$ cat config.mk
export PLATFORM = sky130hd
export DESIGN_NAME = fetch
export DESIGN_NICKNAME = d
export VERILOG_FILES = /design/src/rtl/fetch.sv
export SDC_FILE = /design/constraint.sdc
export NUM_CORES = 1
export LEC_CHECK = 0
export CORE_MARGIN = 5
export CORE_UTILIZATION = 54
export DETAILED_ROUTE_END_ITERATION = 12
export GPL_TIMING_DRIVEN = 0
export MAX_ROUTING_LAYER = met4
export PLACE_DENSITY_LB_ADDON = 0.08
export SKIP_CTS_REPAIR_TIMING = 1
export SLEW_MARGIN = 15
export SYNTH_ARGS = -nofsm -noshare
export SYNTH_HDL_FRONTEND = slang
export SYNTH_SLANG_ARGS = --single-unit
$ cat constraint.sdc
create_clock -name clk -period 5.2 [get_ports clk]
set_input_delay 1.56 -clock clk [delete_from_list [all_inputs] [get_ports clk]]
set_output_delay 1.56 -clock clk [all_outputs]
set_load 0.01 [all_outputs]
$ cat src/rtl/fetch.sv
// rtl/fetch.sv - instruction fetch stage: pc, single-outstanding request, skid buffer, redirect discard
// Optional direct-mapped BTB enabled by defining FETCH_BTB_EN.
module fetch #(
  parameter logic [63:0] RESET_VECTOR = 64'h0,
  parameter logic [63:0] NOP_INSTR    = 64'h0,
  parameter int          BTB_ENTRIES  = 16
) (
  input  logic        clk,
  input  logic        reset_n,
  input  logic        stall_in,
  input  logic        redirect_in,
  input  logic [63:0] redirect_pc_in,
  input  logic        btb_update_in,
  input  logic [63:0] btb_update_pc_in,
  input  logic [63:0] btb_update_target_in,
  input  logic        btb_update_taken_in,
  output logic        instr_read_out,
  output logic [63:0] instr_address_out,
  input  logic        instr_ready_in,
  input  logic [63:0] instr_read_value_in,
  output logic        valid_out,
  output logic [63:0] pc_out,
  output logic [63:0] instr_out,
  output logic        branch_predicted_taken_out
);

  typedef enum logic [1:0] {S_REQ, S_BUFFERED, S_DISCARD} state_t;

  state_t      state;
  logic [63:0] pc_reg;
  logic [63:0] held_addr;
  logic [63:0] skid_pc;
  logic [63:0] skid_instr;
  logic        skid_pred;
  logic        pred;
  logic [63:0] next_pc;
  logic [63:0] redirect_pc;

  assign redirect_pc = {redirect_pc_in[63:3], 3'b000};

`ifdef FETCH_BTB_EN
  localparam int IDX_W = $clog2(BTB_ENTRIES);
  localparam int TAG_W = 64 - 3 - IDX_W;

  logic [BTB_ENTRIES-1:0] btb_valid;
  logic [TAG_W-1:0]       btb_tag    [BTB_ENTRIES];
  logic [63:0]            btb_target [BTB_ENTRIES];
  logic [1:0]             btb_cnt    [BTB_ENTRIES];
  logic [IDX_W-1:0]       lk_idx;
  logic [IDX_W-1:0]       up_idx;
  logic [TAG_W-1:0]       up_tag;
  logic                   up_hit;
  logic                   unused_low_bits;

  assign lk_idx  = pc_reg[3 +: IDX_W];
  assign up_idx  = btb_update_pc_in[3 +: IDX_W];
  assign up_tag  = btb_update_pc_in[63 -: TAG_W];
  assign up_hit  = btb_valid[up_idx] && (btb_tag[up_idx] == up_tag);
  assign pred    = btb_valid[lk_idx] && (btb_tag[lk_idx] == pc_reg[63 -: TAG_W]) && btb_cnt[lk_idx][1];
  assign next_pc = pred ? btb_target[lk_idx] : pc_reg + 64'd8;
  assign unused_low_bits = ^{btb_update_pc_in[2:0], redirect_pc_in[2:0]};

  always_ff @(posedge clk or negedge reset_n) begin
    if (!reset_n) begin
      btb_valid <= '0;
    end else if (btb_update_in && !up_hit && btb_update_taken_in) begin
      btb_valid[up_idx] <= 1'b1;
    end
  end

  // Lookups read these registers, so a same-cycle update is seen only from the next edge.
  always_ff @(posedge clk) begin
    if (btb_update_in) begin
      if (up_hit) begin
        if (btb_update_taken_in) begin
          btb_target[up_idx] <= btb_update_target_in;
          if (btb_cnt[up_idx] != 2'b11) btb_cnt[up_idx] <= btb_cnt[up_idx] + 2'd1;
        end else if (btb_cnt[up_idx] != 2'b00) begin
          btb_cnt[up_idx] <= btb_cnt[up_idx] - 2'd1;
        end
      end else if (btb_update_taken_in) begin
        btb_tag[up_idx]    <= up_tag;
        btb_target[up_idx] <= btb_update_target_in;
        btb_cnt[up_idx]    <= 2'b10;
      end
    end
  end
`else
  logic unused_inputs;

  assign pred    = 1'b0;
  assign next_pc = pc_reg + 64'd8;
  assign unused_inputs = ^{btb_update_in, btb_update_pc_in, btb_update_target_in,
                           btb_update_taken_in, redirect_pc_in[2:0]};
`endif

  assign instr_read_out    = (state != S_BUFFERED);
  assign instr_address_out = (state == S_DISCARD) ? held_addr : pc_reg;

  always_ff @(posedge clk or negedge reset_n) begin
    if (!reset_n) begin
      state                      <= S_REQ;
      pc_reg                     <= RESET_VECTOR;
      held_addr                  <= '0;
      skid_pc                    <= '0;
      skid_instr                 <= NOP_INSTR;
      skid_pred                  <= 1'b0;
      valid_out                  <= 1'b0;
      pc_out                     <= '0;
      instr_out                  <= NOP_INSTR;
      branch_predicted_taken_out <= 1'b0;
    end else begin
      case (state)
        S_REQ: begin
          if (redirect_in) begin
            pc_reg    <= redirect_pc;
            valid_out <= 1'b0;
            instr_out <= NOP_INSTR;
            if (!instr_ready_in) begin
              held_addr <= pc_reg;
              state     <= S_DISCARD;
            end
          end else if (instr_ready_in) begin
            pc_reg <= next_pc;
            if (!stall_in) begin
              valid_out                  <= 1'b1;
              pc_out                     <= pc_reg;
              instr_out                  <= instr_read_value_in;
              branch_predicted_taken_out <= pred;
            end else begin
              skid_pc    <= pc_reg;
              skid_instr <= instr_read_value_in;
              skid_pred  <= pred;
              state      <= S_BUFFERED;
            end
          end else if (!stall_in) begin
            valid_out <= 1'b0;
            instr_out <= NOP_INSTR;
          end
        end
        S_BUFFERED: begin
          if (redirect_in) begin
            pc_reg    <= redirect_pc;
            valid_out <= 1'b0;
            instr_out <= NOP_INSTR;
            state     <= S_REQ;
          end else if (!stall_in) begin
            valid_out                  <= 1'b1;
            pc_out                     <= skid_pc;
            instr_out                  <= skid_instr;
            branch_predicted_taken_out <= skid_pred;
            state                      <= S_REQ;
          end
        end
        S_DISCARD: begin
          // The abandoned request must still complete before a new address may be issued.
          if (redirect_in) pc_reg <= redirect_pc;
          if (instr_ready_in) state <= S_REQ;
          if (redirect_in || !stall_in) begin
            valid_out <= 1'b0;
            instr_out <= NOP_INSTR;
          end
        end
        default: state <= S_REQ;
      endcase
    end
  end

endmodule

==> flow_summary_export.csv, run 1 <==
group,metric,value,unit
hold_path,hold_class,"reg -> reg",
synth,synth-edff-count,0,
route,vias_per_cell,6.090,
clocking,clock_path_buffers,3,
route,drtPass1Iterations,7,
global_routing,grt_max_degree,107,
worst_setup_path,rr_endpoint,"pc_reg[5]",
global_routing,grt_pass1_vias,15050,
clocking,clock_sinks,375,
synth,ys_ff_latch,375,
synth,synth.area.top_cells,"dfrtp_1 (52%), mux2_2 (15%), o21ai_0 (4.5%)",
global_routing,grt_util_all_layers,30.43,%
route,drtIter0Drc,1268,
cells_and_area,fill_cells,2545,
pwr,ir_worst_vdd,0.0003559,V
clocking,path_clk_slew,0.06,ns
worst_setup_path,required,3.64,ns
timing,drv_slew,0,
synth,syn-mean-instance-area,10.97,um^2
global_routing,antenna_found_initial,1,
worst_setup_path,ff2ff_setup_slack,2.01,ns
status,status,"completed",
floorplanning,die_x,192.3,um
pwr,total_power,14.82,mW
hold_path,whs_endpoint,"pc_out[44]",
pwr,p_leak,9.441,nW
placed_design,dpl-instance-area,21800,um^2
timing,setup_tns,0,ns
clocking,clk_latency,0.54,ns
synth,synth.most_common_cell,"dfrtp_1",
placed_design,place_congestion,0.9590,
pwr,power_density,639.4,nW/um^2
clocking,clockRootBuffer,"clkbuf_16",
synth,synth_common_cells,"dfrtp_1 (375), mux2_2 (235), nand2_1 (189)",
worst_setup_path,cp-end-kind,"output pin",
hold_path,min_from,"pc_out[44]",
floorplanning,initial_utilization,54.89,%
synth,yosys.area.top_type_share,52.28,%
timing,final.setup_skew,0.02178,ns
cells_and_area,reg_top3,"instr_out: 64 flops, skid_instr: 64 flops",
synth,yosysTopAreaCell,"dfrtp_1",
timing,rsz0062_at_grt,"false",
route,route.detailed.drc,0,
cells_and_area,fin_nets,2274,
floorplanning,fp.coreArea,32700,um^2
placed_design,hpwl,39.59,mm
synth,ys_seq_area_share,52.28,%
clocking,cts_tree,"yes",
timing,layout_min_cycle_time,5.093,ns
worst_setup_path,startpoint_type,"flop",
route,drtAntennaViolNets,0,
synth,synth_ff_type,"dfrtp_1",
cells_and_area,syn_to_final_growth,29.15,%
placed_design,port-buffer-count,316,
worst_setup_path,path_max_fanout,10,
clocking,htree_num_levels,2,
route,num_vias,15090,
worst_setup_path,r2r_cells,9,
floorplanning,rows,66,
hold_path,whs_path_depth,2,
synth,ys_types,74,
synth,syn_area,17950,um^2
worst_setup_path,cp_data_arrival_time,3.53,ns
job,maxCapViolations,0,
timing,tightest_slew,1.014,ns
synth,postSynthCellCount,1637,
cells_and_area,drive_above_1_share,18.94,%
global_routing,grt_pass1_wl,85.30,mm
cells_and_area,finalInstanceArea,23180,um^2
timing,setup_viol,0,
timing,relSlewSlack,32.39,%
timing,fmax,196.4,MHz
floorplanning,die_h,192.3,um
worst_setup_path,critical_path_class,"reg -> out",
worst_setup_path,crit-reg2reg-launch,"state[0]",
route,drt-wirelength-per-cell,22.54,um
global_routing,grt_overflow_total,0,
clocking,cts_buffers,41,
synth,synth-async-reset-ratio,100.0,%
floorplanning,design.die.area,36990,um^2
timing,period_share,97.93,%
timing,finalHoldViolations,0,
synth,yosysWarnings,0,
route,drt-total-wl,55.84,mm
floorplanning,io_pins,458,
[layout by cell type, fill, tap and decap left out, drive strengths merged, types with 4 or more instances in the layout]
cell type and instances:
a211oi 6, and4 9, clkinv 5, o31ai 4, or4 5, a21oi 38
conb 7, o21ai 164, nand4 36, clkbuf 152, and3 12, inv 9
nor3 37, nand3 34, a2bb2oi 8, mux2 235, a22oi 67, nand2 189
dfrtp 375, or3 14, mux2i 64, o22ai 12, a32oi 8, nor2 43
a31oi 9, and2 9, clkdlybuf4s50 315, buf 71, a311oi 10, ha 5
nor4 19, o311ai 6, o22a 6
[where the power goes]
| group | total [mW] | switching, mW | leakage, nW | internal, mW |
|---|---|---|---|---|
| Clock | 2.95 | 1.15 | 0.677 | 1.79 |
| Combinational | 6.83 | 3.63 | 4.19 | 3.20 |
| Sequential | 5.05 | 0.813 | 4.58 | 4.24 |
[routing by layer]
layer	routed length (um)	GRT usage [%]	part of all wire [%]	vias up
met3	4712	4.957	8.4	165
met5	0	-	0	-
met4	2541	12.07	4.6	0
li1	-	-	-	6709
met1	23200	41.59	42	7476
met2	25390	46.03	45	741
[cells by family after synthesis]
family | Yosys count | synth area share, %
AO/OA/AOI/OAI | 368 | 12.99
multiplexers | 299 | 18.31
adder cells (fa/ha/maj) | 5 | 0.3485
other | 1 | 0.02089
buffers and inverters | 166 | 4.036
AND/OR/NAND/NOR | 423 | 12.02
flip-flops | 375 | 52.28
[critical path: stages, from the launching register on]
cell and delay (ns):
dfrtp_1 0.43, inv_1 0.10, ha_1 0.32, clkbuf_1 0.68, buf_1 0.52, mux2_2 0.42
clkdlybuf4s50_1 0.50
[per-stage QoR]
stage | setup slack, ns | hold WS, ns | utilization, % | cells
2_1_floorplan | 1.884 | 0.4496 | - | 1643
3_3_place_gp | -13.81 | 0.4613 | 66.32 | 2401
3_5_place_dp | 0.6953 | 0.4692 | 66.67 | 2405
4_1_cts | 0.09822 | 0.4813 | 70.87 | 2475
5_1_grt | 0.04236 | 0.4974 | 70.88 | 2476
6_report | 0.1074 | 0.4748 | 70.89 | 2478
[layout make-up]
| cell class | count | area [um^2] | area share (%) |
|---|---|---|---|
| Antenna cell | 3 | 7.507 | 0.03238 |
| Buffer | 158 | 694.4 | 2.995 |
| Clock buffer | 60 | 1240 | 5.349 |
| Clock inverter | 10 | 131.4 | 0.5667 |
| Inverter | 8 | 30.03 | 0.1295 |
| Multi-Input combinational cell | 1102 | 7864 | 33.92 |
| Sequential cell | 375 | 9384 | 40.48 |
| Tap cell | 442 | 553.0 | 2.386 |
| Timing Repair Buffer | 320 | 3278 | 14.14 |
[worst max-delay path by stage]
stage	to	cells past startpoint	startpoint
CTS	instr_address_out[54]	6	state[0]
finish	instr_address_out[54]	6	state[0]
global route	instr_address_out[54]	6	state[0]
global placement	instr_out[17]	1	reset_n
floorplan	instr_address_out[27]	5	state[0]
detailed placement	instr_address_out[54]	6	state[0]
Note: power is estimated with default switching activity, not from simulation.
==> run 2, diff against run 1 <==
CORE_UTILIZATION = 50   (was 54)
clock period = 5.45 ns   (was 5.2 ns; I/O delays follow)
==> run 2 against run 1 <==
Power down 4.8%. Cell area about the same. Sequential share of layout area about the same. Final cell count up 0.85%. Highest routed layer unchanged. Non-clock buffer count unchanged. Sequential cell count unchanged. Critical path depth unchanged. Routed wire length up 0.97%. Global-route usage down 2.0 points. Critical endpoint unchanged. Clock-buffer cell count up 1. Largest cell class unchanged. Clock power down 5%.
==> flow_summary_export.csv, run 2 (same netlist as run 1, synthesis figures left out) <==
group,metric,value,unit
job,maxCapViolations,0,
floorplanning,die_h,199.5,um
route,num_vias,14980,
floorplanning,io_pins,458,
global_routing,grt_max_degree,94,
floorplanning,design.die.area,39790,um^2
worst_setup_path,path_max_fanout,10,
route,drtAntennaViolNets,0,
route,top_layer,"met4",
clocking,cts_tree,"yes",
route,drt-total-wl,56.38,mm
floorplanning,fp.coreArea,35480,um^2
worst_setup_path,required,3.82,ns
pwr,p_leak,9.424,nW
timing,final.setup_skew,0.01771,ns
cells_and_area,fin_nets,2274,
route,drtIter0Drc,1228,
timing,layout_min_cycle_time,5.123,ns
placed_design,place_ws,0.8900,ns
timing,rsz0062_at_grt,"false",
global_routing,grt_util_all_layers,28.47,%
worst_setup_path,startpoint_type,"flop",
timing,setup_viol,0,
global_routing,grt_overflow_total,0,
route,drtPass1Iterations,6,
timing,drv_slew,0,
floorplanning,die_x,199.5,um
cells_and_area,final_common_cell,"dfrtp_1",
clocking,cts_buffers,41,
route,wl_met1,23.85,mm
placed_design,port-buffer-count,316,
timing,relSlewSlack,32.87,%
cells_and_area,drive_above_1_share,18.91,%
hold_path,hold_class,"reg -> reg",
timing,period_share,94.00,%
worst_setup_path,cp-end-kind,"output pin",
clocking,path_clk_slew,0.06,ns
cells_and_area,syn_to_final_growth,29.14,%
clocking,clk_latency,0.54,ns
placed_design,place_congestion,0.9408,
clocking,clockRootBuffer,"clkbuf_16",
global_routing,grt_pass1_vias,14920,
worst_setup_path,crit_path_top_delay_cell,"clkbuf_1",
route,vias_per_cell,5.995,
route,route.detailed.drc,0,
timing,setup_ws,0.3269,ns
worst_setup_path,cp_data_arrival_time,3.49,ns
cells_and_area,reg_top3,"instr_out: 64 flops, skid_instr: 64 flops",
pwr,power_density,608.4,nW/um^2
timing,tightest_slew,1.007,ns
worst_setup_path,crit_chain,"inv_1 > ha_1 > clkbuf_1 > buf_1 > mux2_2 > clkdlybuf4s50_1",
route,drt-wirelength-per-cell,22.56,um
pwr,ir_worst_vdd,0.0004094,V
clocking,htree_num_levels,2,
timing,finalHoldViolations,0,
cells_and_area,fill_cells,2877,
cells_and_area,layout_common_cells,"dfrtp_1 (375), clkdlybuf4s50_1 (315), mux2_2 (235)",
cells_and_area,final_core_util,65.33,%
route,dr_wl_met2,25.84,mm
placed_design,hpwl,40.31,mm
status,status,"completed",
timing,fmax,195.2,MHz
floorplanning,initial_utilization,50.59,%
clocking,clock_path_buffers,3,
global_routing,grt_pass1_wl,85.80,mm
worst_setup_path,ff2ff_setup_slack,2.34,ns
worst_setup_path,crit_family,"buffers and inverters",
worst_setup_path,critical_path_class,"reg -> out",
route,wl_met3,4.680,mm
worst_setup_path,crit_buf_inv,4,
worst_setup_path,slowest_delay,0.69,ns
floorplanning,rows,69,
global_routing,antenna_found_initial,2,
clocking,clock_sinks,375,
-- run 2: cell count changes in the layout (fill, tap and decap cells not counted), sizes merged --
cell,before,now
clkbuf,152,153
clkinvlp,1,2
diode,3,2
inv,9,10
-- run 2: layout make-up --
type / instances / area [um^2] / share of cell area, %
antenna: 2 / 5.005 / 0.02159
buffer: 158 / 694.4 / 2.996
clock buffer: 61 / 1201 / 5.182
clock inverter: 12 / 147.6 / 0.6369
inverter: 8 / 30.03 / 0.1295
multi-input combinational: 1102 / 7864 / 33.92
sequential: 375 / 9384 / 40.48
tap: 461 / 576.8 / 2.488
timing repair buffer: 320 / 3278 / 14.14
-- run 2: worst paths after layout --
| check | start | end | depth (start not counted) |
|---|---|---|---|
| worst max register to register | state[0] | pc_reg[8] | 9 |
| max in group asynchronous | reset_n | instr_out[32] | 4 |
| worst min register to register | instr_out[60] | instr_out[60] | 2 |
| min in group asynchronous | reset_n | pc_out[45] | 1 |
| worst max-delay path | state[0] | instr_address_out[54] | 6 |
| worst min-delay path | instr_out[60] | instr_out[60] | 2 |
-- run 2: worst reg2reg max path: cells and delay by family, from the launching register on --
kind            cells  cell delay, ns
simple gates        1            0.14
compound gates      2            0.32
buf+inv             5            1.71
flops               1            0.42
fa+ha+maj           1            0.38
-- run 2: routing by layer --
layer  up-vias  track usage [%]
met1      7471            39.41
met5         -                -
li1       6728                -
met4         0            9.686
met2       665            42.67
met3       117            5.328
-- run 2: through the flow --
step | TNS (ns) | hold WS (ns) | instance area (um^2) | std cells | total power, mW
final | 0 | 0.4747 | 23180 | 2499 | 14.10
after global routing | 0 | 0.5004 | 23180 | 2499 | 14.91
after CTS | 0 | 0.4824 | 23180 | 2497 | 14.11
after detailed placement | 0 | 0.4694 | 21830 | 2424 | 11.29
after global placement | -5156.26 | 0.4611 | 21710 | 2420 | 11.12
after floorplan | 0 | 0.4496 | 17970 | 1643 | 8.406
-- run 2: report_power, final --
part | switching [mW] | internal (mW) | total [mW]
Combinational | 3.45 | 3.05 | 6.50
Sequential | 0.772 | 4.04 | 4.81
Clock | 1.12 | 1.67 | 2.79
Total | 5.34 | 8.76 | 14.1
